## src/rtl/fighter_action_sequencer.sv

```systemverilog
// Per-player fighter action state machine: input sync, edge latching, frame timing, cooldown.
// Optional input debounce is enabled by defining DEBOUNCE_EN.
module fighter_action_sequencer #(
  parameter int unsigned ATTACK_FRAMES    = 12,
  parameter int unsigned ATK_ACTIVE_START = 4,
  parameter int unsigned ATK_ACTIVE_END   = 7,
  parameter int unsigned PARRY_FRAMES     = 10,
  parameter int unsigned JUMP_FRAMES      = 20,
  parameter int unsigned HITSTUN_FRAMES   = 15,
  parameter int unsigned COOLDOWN_FRAMES  = 8
`ifdef DEBOUNCE_EN
  ,
  parameter int unsigned DEBOUNCE_CYCLES  = 500000
`endif
) (
  input  logic       clk,
  input  logic       reset,
  input  logic       frame_tick,
  input  logic       left,
  input  logic       right,
  input  logic       up,
  input  logic       down,
  input  logic       attack,
  input  logic       pery,
  input  logic       hit,
  output logic [2:0] action_state,
  output logic       action_start,
  output logic       attack_active,
  output logic       parry_active,
  output logic       parry_success,
  output logic       cooldown_busy
);

  typedef enum logic [2:0] {
    StIdle    = 3'd0,
    StWalkL   = 3'd1,
    StWalkR   = 3'd2,
    StCrouch  = 3'd3,
    StJump    = 3'd4,
    StAttack  = 3'd5,
    StParry   = 3'd6,
    StHitstun = 3'd7
  } state_t;

  localparam logic [5:0] AtkLast  = 6'(ATTACK_FRAMES - 1);
  localparam logic [5:0] ParLast  = 6'(PARRY_FRAMES - 1);
  localparam logic [5:0] JmpLast  = 6'(JUMP_FRAMES - 1);
  localparam logic [5:0] HitLast  = 6'(HITSTUN_FRAMES - 1);
  localparam logic [5:0] AtkStart = 6'(ATK_ACTIVE_START);
  localparam logic [5:0] AtkEnd   = 6'(ATK_ACTIVE_END);
  localparam logic [5:0] CdLoad   = 6'(COOLDOWN_FRAMES);

  // Button vector order: {pery, attack, down, up, right, left}
  logic [5:0] sync1_q, sync2_q, btn;

  always_ff @(posedge clk or posedge reset) begin
    if (reset) begin
      sync1_q <= 6'd0;
      sync2_q <= 6'd0;
    end else begin
      sync1_q <= {pery, attack, down, up, right, left};
      sync2_q <= sync1_q;
    end
  end

`ifdef DEBOUNCE_EN
  localparam int unsigned DbW = $clog2(DEBOUNCE_CYCLES + 1);
  logic [5:0] deb_q;

  for (genvar i = 0; i < 6; i++) begin : g_deb
    logic [DbW-1:0] cnt_q;
    always_ff @(posedge clk or posedge reset) begin
      if (reset) begin
        cnt_q    <= '0;
        deb_q[i] <= 1'b0;
      end else if (sync2_q[i] == deb_q[i]) begin
        cnt_q <= '0;
      end else if (cnt_q == DbW'(DEBOUNCE_CYCLES - 1)) begin
        cnt_q    <= '0;
        deb_q[i] <= sync2_q[i];
      end else begin
        cnt_q <= cnt_q + 1'b1;
      end
    end
  end
  assign btn = deb_q;
`else
  assign btn = sync2_q;
`endif

  logic [1:0] prev_q;
  logic       atk_pend_q, par_pend_q, hit_pend_q;
  logic       atk_req, par_req, hit_req;

  // Requests include an edge or hit arriving on the same clk as the tick
  assign atk_req = atk_pend_q | (btn[4] & ~prev_q[0]);
  assign par_req = par_pend_q | (btn[5] & ~prev_q[1]);
  assign hit_req = hit_pend_q | hit;

  state_t     state_q, state_d;
  logic [5:0] cnt_q, cnt_d, cool_q, cool_d, last_cnt;
  logic       start_q, psucc_q, psucc_d, at_last;

  always_comb begin
    case (state_q)
      StJump:   last_cnt = JmpLast;
      StAttack: last_cnt = AtkLast;
      StParry:  last_cnt = ParLast;
      default:  last_cnt = HitLast;
    endcase
  end
  assign at_last = (cnt_q == last_cnt);

  always_comb begin
    state_d = state_q;
    cnt_d   = cnt_q;
    cool_d  = cool_q;
    psucc_d = 1'b0;
    if (frame_tick) begin
      cool_d = (cool_q == 6'd0) ? 6'd0 : cool_q - 6'd1;
      unique case (state_q)
        StIdle, StWalkL, StWalkR, StCrouch: begin
          cnt_d = 6'd0;
          if (hit_req)                          state_d = StHitstun;
          else if (atk_req && cool_q == 6'd0)   state_d = StAttack;
          else if (par_req && cool_q == 6'd0)   state_d = StParry;
          else if (btn[2])                      state_d = StJump;
          else if (btn[3])                      state_d = StCrouch;
          else if (btn[0] && !btn[1])           state_d = StWalkL;
          else if (btn[1] && !btn[0])           state_d = StWalkR;
          else                                  state_d = StIdle;
        end
        StParry: begin
          psucc_d = hit_req;
          if (at_last) begin
            state_d = StIdle;
            cnt_d   = 6'd0;
            cool_d  = CdLoad;
          end else begin
            cnt_d = cnt_q + 6'd1;
          end
        end
        default: begin
          if (hit_req || at_last) begin
            state_d = hit_req ? StHitstun : StIdle;
            cnt_d   = 6'd0;
            if (state_q == StAttack) cool_d = CdLoad;
          end else begin
            cnt_d = cnt_q + 6'd1;
          end
        end
      endcase
    end
  end

  always_ff @(posedge clk or posedge reset) begin
    if (reset) begin
      state_q    <= StIdle;
      cnt_q      <= 6'd0;
      cool_q     <= 6'd0;
      start_q    <= 1'b0;
      psucc_q    <= 1'b0;
      prev_q     <= 2'd0;
      atk_pend_q <= 1'b0;
      par_pend_q <= 1'b0;
      hit_pend_q <= 1'b0;
    end else begin
      state_q    <= state_d;
      cnt_q      <= cnt_d;
      cool_q     <= cool_d;
      start_q    <= (state_d != state_q);
      psucc_q    <= psucc_d;
      prev_q     <= {btn[5], btn[4]};
      atk_pend_q <= frame_tick ? 1'b0 : atk_req;
      par_pend_q <= frame_tick ? 1'b0 : par_req;
      hit_pend_q <= frame_tick ? 1'b0 : hit_req;
    end
  end

  assign action_state  = state_q;
  assign action_start  = start_q;
  assign attack_active = (state_q == StAttack) && (cnt_q >= AtkStart) && (cnt_q <= AtkEnd);
  assign parry_active  = (state_q == StParry);
  assign parry_success = psucc_q;
  assign cooldown_busy = (cool_q != 6'd0);

endmodule

```

## config.mk

```make
export PLATFORM = sky130hd
export DESIGN_NAME = fighter_action_sequencer
export DESIGN_NICKNAME = d
export VERILOG_FILES = /design/src/rtl/fighter_action_sequencer.sv
export SDC_FILE = /design/constraint.sdc
export NUM_CORES = 1
export LEC_CHECK = 0
export BUFFER_PORTS_ARGS = -buffer_cell sky130_fd_sc_hd__buf_2
export CAP_MARGIN = 5
export CORE_AREA = 2 2 72 53
export CTS_CLUSTER_DIAMETER = 30
export DETAILED_ROUTE_END_ITERATION = 10
export DIE_AREA = 0 0 74 55
export GPL_TIMING_DRIVEN = 0
export PLACE_DENSITY = 0.79
export SYNTH_ARGS = -nofsm -noshare
export SYNTH_HDL_FRONTEND = slang
export SYNTH_SLANG_ARGS = --single-unit
```

## constraint.sdc

```tcl
create_clock -name clk -period 2.1 [get_ports clk]
set_input_delay 0.21 -clock clk [delete_from_list [all_inputs] [get_ports clk]]
set_output_delay 0.21 -clock clk [all_outputs]
set_load 0.05 [all_outputs]
```

# Word-level counts from Yosys, hierarchy flattened

Index checks and enable logic that the tools add are counted.

Flip-flop bits (word level): 34
Latch bits: 0
Bits in writable memories: 0
ROM bits: 0
Output and inout port bits: 8
Word-level logic and storage cells: 69
Memories: 0

$add $sub $neg: 2
Multipliers: 0
Divide/modulo/power cells: 0
Order comparisons: 2
Eq/ne operators: 8
Shift operators: 0
Muxes and demuxes: 26
Bitwise gates (word level): 7
Reduce and logical (&&, ||, !) cells: 13

Operators by type and width:

| kind                  | number |
|---|---|
| $mux W6               | 6 |
| $mux W3               | 8 |
| $pmux W6 S2           | 2 |
| $pmux W5 S3           | 1 |
| $eq A3 B3 Y1 const B  | 3 |
| $add A6 B1 Y6 const B | 1 |
| $eq A3 B2 Y1 const B  | 2 |
| $eq A6 B6 Y1          | 1 |
| $ge A6 B3 Y1 const B  | 1 |
| $le A6 B3 Y1 const B  | 1 |
| $logic_and A1 B1 Y1   | 6 |
| $logic_not A6 Y1      | 1 |
| $mux W2               | 3 |
| $pmux W3 S2           | 1 |
| $reduce_bool A6 Y1    | 1 |
| $sub A6 B1 Y6 const B | 1 |
| $mux W1               | 5 |
| $reduce_or A4 Y1      | 1 |
| $eq A3 B1 Y1 const B  | 1 |
| $logic_not A3 Y1      | 1 |
| $ne A3 B3 Y1          | 1 |
| $or A1 B1 Y1          | 3 |
| $and A1 B1 Y1         | 2 |
| $logic_not A1 Y1      | 2 |
| other kinds (2)       | 3 |

# Longest topological paths before layout

Depth after elaboration: 12
Gate-level depth with buffers: 9

# Worst setup path before layout

No wires, ideal clock.

Path type: register to output
Start: register state_q[1] (netlist: action_state[1])
End: output port attack_active
Arrival time: 2534 ps
Data required time: 1890 ps
Setup slack: -644 ps
Cell stages (with the launch flop): 5
Path buffers: 1
Path through: dfrtp_1 clkbuf_1 nor2_1 nand2_1 nor4_1

Word-level cells in the longest chain between the ends: 3

Ends and longest elaborated chain:

| element                           | RTL line | text |
|---|---|---|
| from (decl)                       | 100      | `state_t state_q, state_d;` |
| from (signal assigned)            | 158      | `state_q <= StIdle;` |
| from (signal assigned)            | 168      | `state_q <= state_d;` |
| $eq A3 B3 Y1                      | 182      | `assign attack_active = (state_q == StAttack) && (cnt_q >= AtkStart) && (cnt_q <= AtkEnd);` |
| $logic_and A1 B1 Y1 (2 in series) | 182      |  |
| to (decl)                         | 28       | `output logic attack_active,` |

No other way between the ends.

# Worst setup path after layout

Start: register cool_q[0]
End: register start_q (netlist: action_start)

Word-level cells in the longest chain between the ends: 8

Ends and longest elaborated chain:

| element                | RTL line | text |
|---|---|---|
| from (decl)            | 101      | `logic [5:0] cnt_q, cnt_d, cool_q, cool_d, last_cnt;` |
| from (signal assigned) | 170      | `cool_q <= cool_d;` |
| $logic_not A6 Y1 *     | 125, 126 |  |
| $logic_and A1 B1 Y1    | 126      | `else if (par_req && cool_q == 6'd0) state_d = StParry;` |
| $mux W3                | 126      |  |
| $mux W3 *              | 125      | `else if (atk_req && cool_q == 6'd0) state_d = StAttack;` |
| $mux W3 *              | 124      | `if (hit_req) state_d = StHitstun;` |
| $pmux W3 S2 *          | 121      | `unique case (state_q)` |
| $mux W3 *              | 119      | `if (frame_tick) begin` |
| $ne A3 B3 Y1 *         | 171      | `start_q <= (state_d != state_q);` |
| to (signal assigned)   | 171      |  |
| to (decl)              | 102      | `logic start_q, psucc_q, psucc_d, at_last;` |

Mark *: on every way between the ends. The rest lies on a longest branch, timed or not.
A chain may end at the register's enable or synchronous reset.

==> results.yml <==
sta:
  tightest_slew_ns: 0.518
  fin_skew_ns: 0.00558
  slew_headroom_pct: 65.5
  rsz0062_at_grt: "true"
  setup_viol: 2
  fmax_ghz: 0.456
  hold_viol: 0
  fin_crit_sh_pct: 104
  drv_slew: 0
  fin_crit_ns: 2.19
  fin_ws_ns: -0.0945
routing:
  vias_per_cell: 5.64
  route.antenna.remaining_nets: 0
  drtPass1Iterations: 4
  drc_errors: 0
  wire_per_inst_um: 15.0
  postRouteWirelength_um: 3730
  vias: 1405
  drtIter0Drc: 104
place:
  port-buffer-count: 17
  dp_hpwl_um: 2340
  place_area_mm2: 0.00184
  place_inst: 228
  gp_congestion: 0.848
clock_tree:
  cts_buffers: 5
  clkTransAtPathRegs_ns: 0.07
  cts_buffer_depth: 2
  clk_latency_ns: 0.29
  root_buffer: "clkbuf_8"
  tritoncts: "built"
  htreeDepth: 2
  cts.sinks: 34
floorplan:
  num_rows: 18
  die_h_um: 55
  io_pins: 18
  die_width_um: 74
  core_mm2: 0.00340
  fp.dieArea_mm2: 0.00407
  initial_utilization_pct: 48.8
pwr:
  p_int_mw: 1.31
  power_mw: 2.02
  p_seq_share_pct: 42.0
  p_per_area_mw_per_mm2: 967
  p_sw_mw: 0.716
  power_frac_comb_pct: 32.7
  vdd_drop_max_mv: 0.572
  pwr-share-clk_pct: 25.3
  swShare_pct: 35.4
  power.leakage_nw: 0.922
logic_synthesis:
  yosys-top-cells-area: "dfrtp_1 (51%), o2bb2ai_1 (3.2%), a21oi_1 (3.0%), inv_1 (2.9%), nor2_1 (2.9%)"
  ys.flop_type: "dfrtp_1"
  synth_top_cell_by_area: "dfrtp_1"
  yosysUniqueCellTypes: 45
  synth_cells: 161
  async_flop_share_pct: 100
  yosys.area.top_type_share_pct: 51.3
  ys_seq_area_share_pct: 51.3
  syn_area_mm2: 0.00166
  syn_nets: 174
  ys_ff_latch: 34
  synth_edf_count: 0
  ys_warn_count: 0
  syn_area_per_cell_um2: 10.3
final_layout:
  drive_gt1_share_pct: 32.7
  fin_nets: 211
  multi_input_area_um2: 763
  regArea_um2: 856
  mostFrequentLayoutCell: "dfrtp_1"
  stdcell_count: 249
  mostFrequentLayoutCells: "dfrtp_1 (30), buf_2 (17), nor2_1 (11), buf_4 (11), inv_1 (10)"
  syn_to_final_growth_pct: 26.0
  design_area_mm2: 0.00209
  num-fill-cells: 269
  num_antenna_cells: 0
worst_setup_path:
  worstSetupPathType: "register to register"
  crit_fanout: 6
  critical-path-top-delay-family: "simple AND/OR/NAND/NOR gates"
  crit_buf_inv: 1
  slowest_delay_ns: 0.47
  start_kind: "register"
  critPathArrivalTime_ns: 2.42
  cp-end-kind: "register"
  r2r_slack_ns: -0.09
  path_cells: "inv_2 -> ha_4 -> or4b_4 -> or2_4 -> o22a_1 -> or3_1 -> o221a_2 -> nand3_2"
  cpMaxStageDelayCell: "or4b_4"
  worstPathRequired_ns: 2.32
grt:
  antenna_found_initial: 0
  grt_pass1_vias: 1285
  globalRouteOverflowTotal: 0
  grt_max_degree: 35
  grt_util_all_layers_pct: 19.9
  grt_first_pass_wirelength_um: 5850
run_status:
  violations: "setup timing"
  status: "finished, violations left"
job:
  cap_violations: 0
min_path:
  hold_path.class: "input port to register"
-- per-layer routing --
metal  GRT usage (%)  vias up  wire length [um]
met5               0        -                 0
met4            7.88        0                40
met3            7.25        4               185
met2            31.7       49              1840
met1            25.0      700              1660
li1                -      652                 -
-- registers in the layout, summed over array words and instances, names as in the netlist, 2 cells and up --
signal / cells
action_state: 3
btn: 6
cnt_q: 6
cool_q: 6
prev_q: 2
sync1_q: 6
-- power groups by stage --
stage	Combinational [mW]	Sequential (mW)	Clock [mW]
floorplan	0.393	0.886	0
global placement	0.541	0.841	0
detailed placement	0.564	0.850	0
CTS	0.616	0.839	0.522
global route	0.723	0.864	0.566
finish	0.662	0.849	0.511
-- worst paths after layout --
kind,from,end,cells after the start
max reg2reg,cool_q[0],action_start,8
min,up,sync1_q[2],1
max in group asynchronous,reset,action_state[1],4
min reg2reg,sync1_q[4],btn[4],0
max,cool_q[0],action_start,8
min in group asynchronous,reset,action_state[2],3
-- layout make-up --
cell class                 count  share of cell area [%]
inverter                      13                    2.33
clock inverter                 2                   0.598
clock buffer                   6                    3.95
tap                           50                    2.99
buffer                         3                    1.62
sequential                    34                    40.9
timing repair buffer          33                    11.1
multi-input combinational    108                    36.5
-- worst register-to-register path, stage by stage (launching register included) --
cell,delay (ns)
dfrtp_1,0.39
inv_2,0.09
ha_4,0.15
or4b_4,0.47
or2_4,0.27
o22a_1,0.24
or3_1,0.31
o221a_2,0.14
nand3_2,0.06
-- Yosys cell counts, drive strengths merged, types with 2 or more instances --
library cell,instances
nor2,13
o2bb2ai,6
buf,2
o32a,2
a31oi,2
dfrtp,34
mux2i,3
nor3b,4
inv,13
or4bb,2
o22ai,3
clkbuf,3
a21oi,10
o21ai,9
nor4,2
or3,2
or2b,2
ha,3
nand2b,6
nand2,9
nand3,3
nor3,5
or2,2
o31ai,3
o211ai,2
-- kinds of logic (layout without fill, tap and decap cells) --
| kind of cell | after synthesis | after routing | synth area share (%) |
|---|---|---|---|
| adders and majority gates | 3 | 3 | 2.26 |
| and+or+nand+nor | 57 | 57 | 19.5 |
| buffers and inverters | 19 | 57 | 6.11 |
| xor gates and xnor gates | 2 | 2 | 1.06 |
| muxes | 3 | 3 | 1.81 |
| AOI/OAI and AO/OA | 43 | 43 | 17.9 |
| DFF | 34 | 34 | 51.3 |
-- through the flow --
stage / hold slack (ns) / utilization, % / setup WS (ns) / TNS [ns]
floorplan: 0.241 / - / -0.0767 / -0.232
global placement: 0.318 / 54.2 / -0.119 / -0.560
detailed placement: 0.319 / 54.2 / -0.182 / -1.04
CTS: 0.0220 / 58.9 / -0.0702 / -0.0722
global route: 0.00761 / 61.5 / -0.177 / -0.488
finish: 0.0255 / 61.5 / -0.0945 / -0.133
-- what timing repair did --
| action | CTS | global route |
|---|---|---|
| endpoints found under the hold margin | 0 | 7 |
| setup buffers | 7 | 7 |
| endpoints found under the setup margin | 12 | 17 |
| cloned | 0 | 0 |
| hold buffers | 0 | 1 |
| pin swaps | 4 | 6 |
| resized for setup | 8 | 10 |
(Power assumes the default switching activity.)
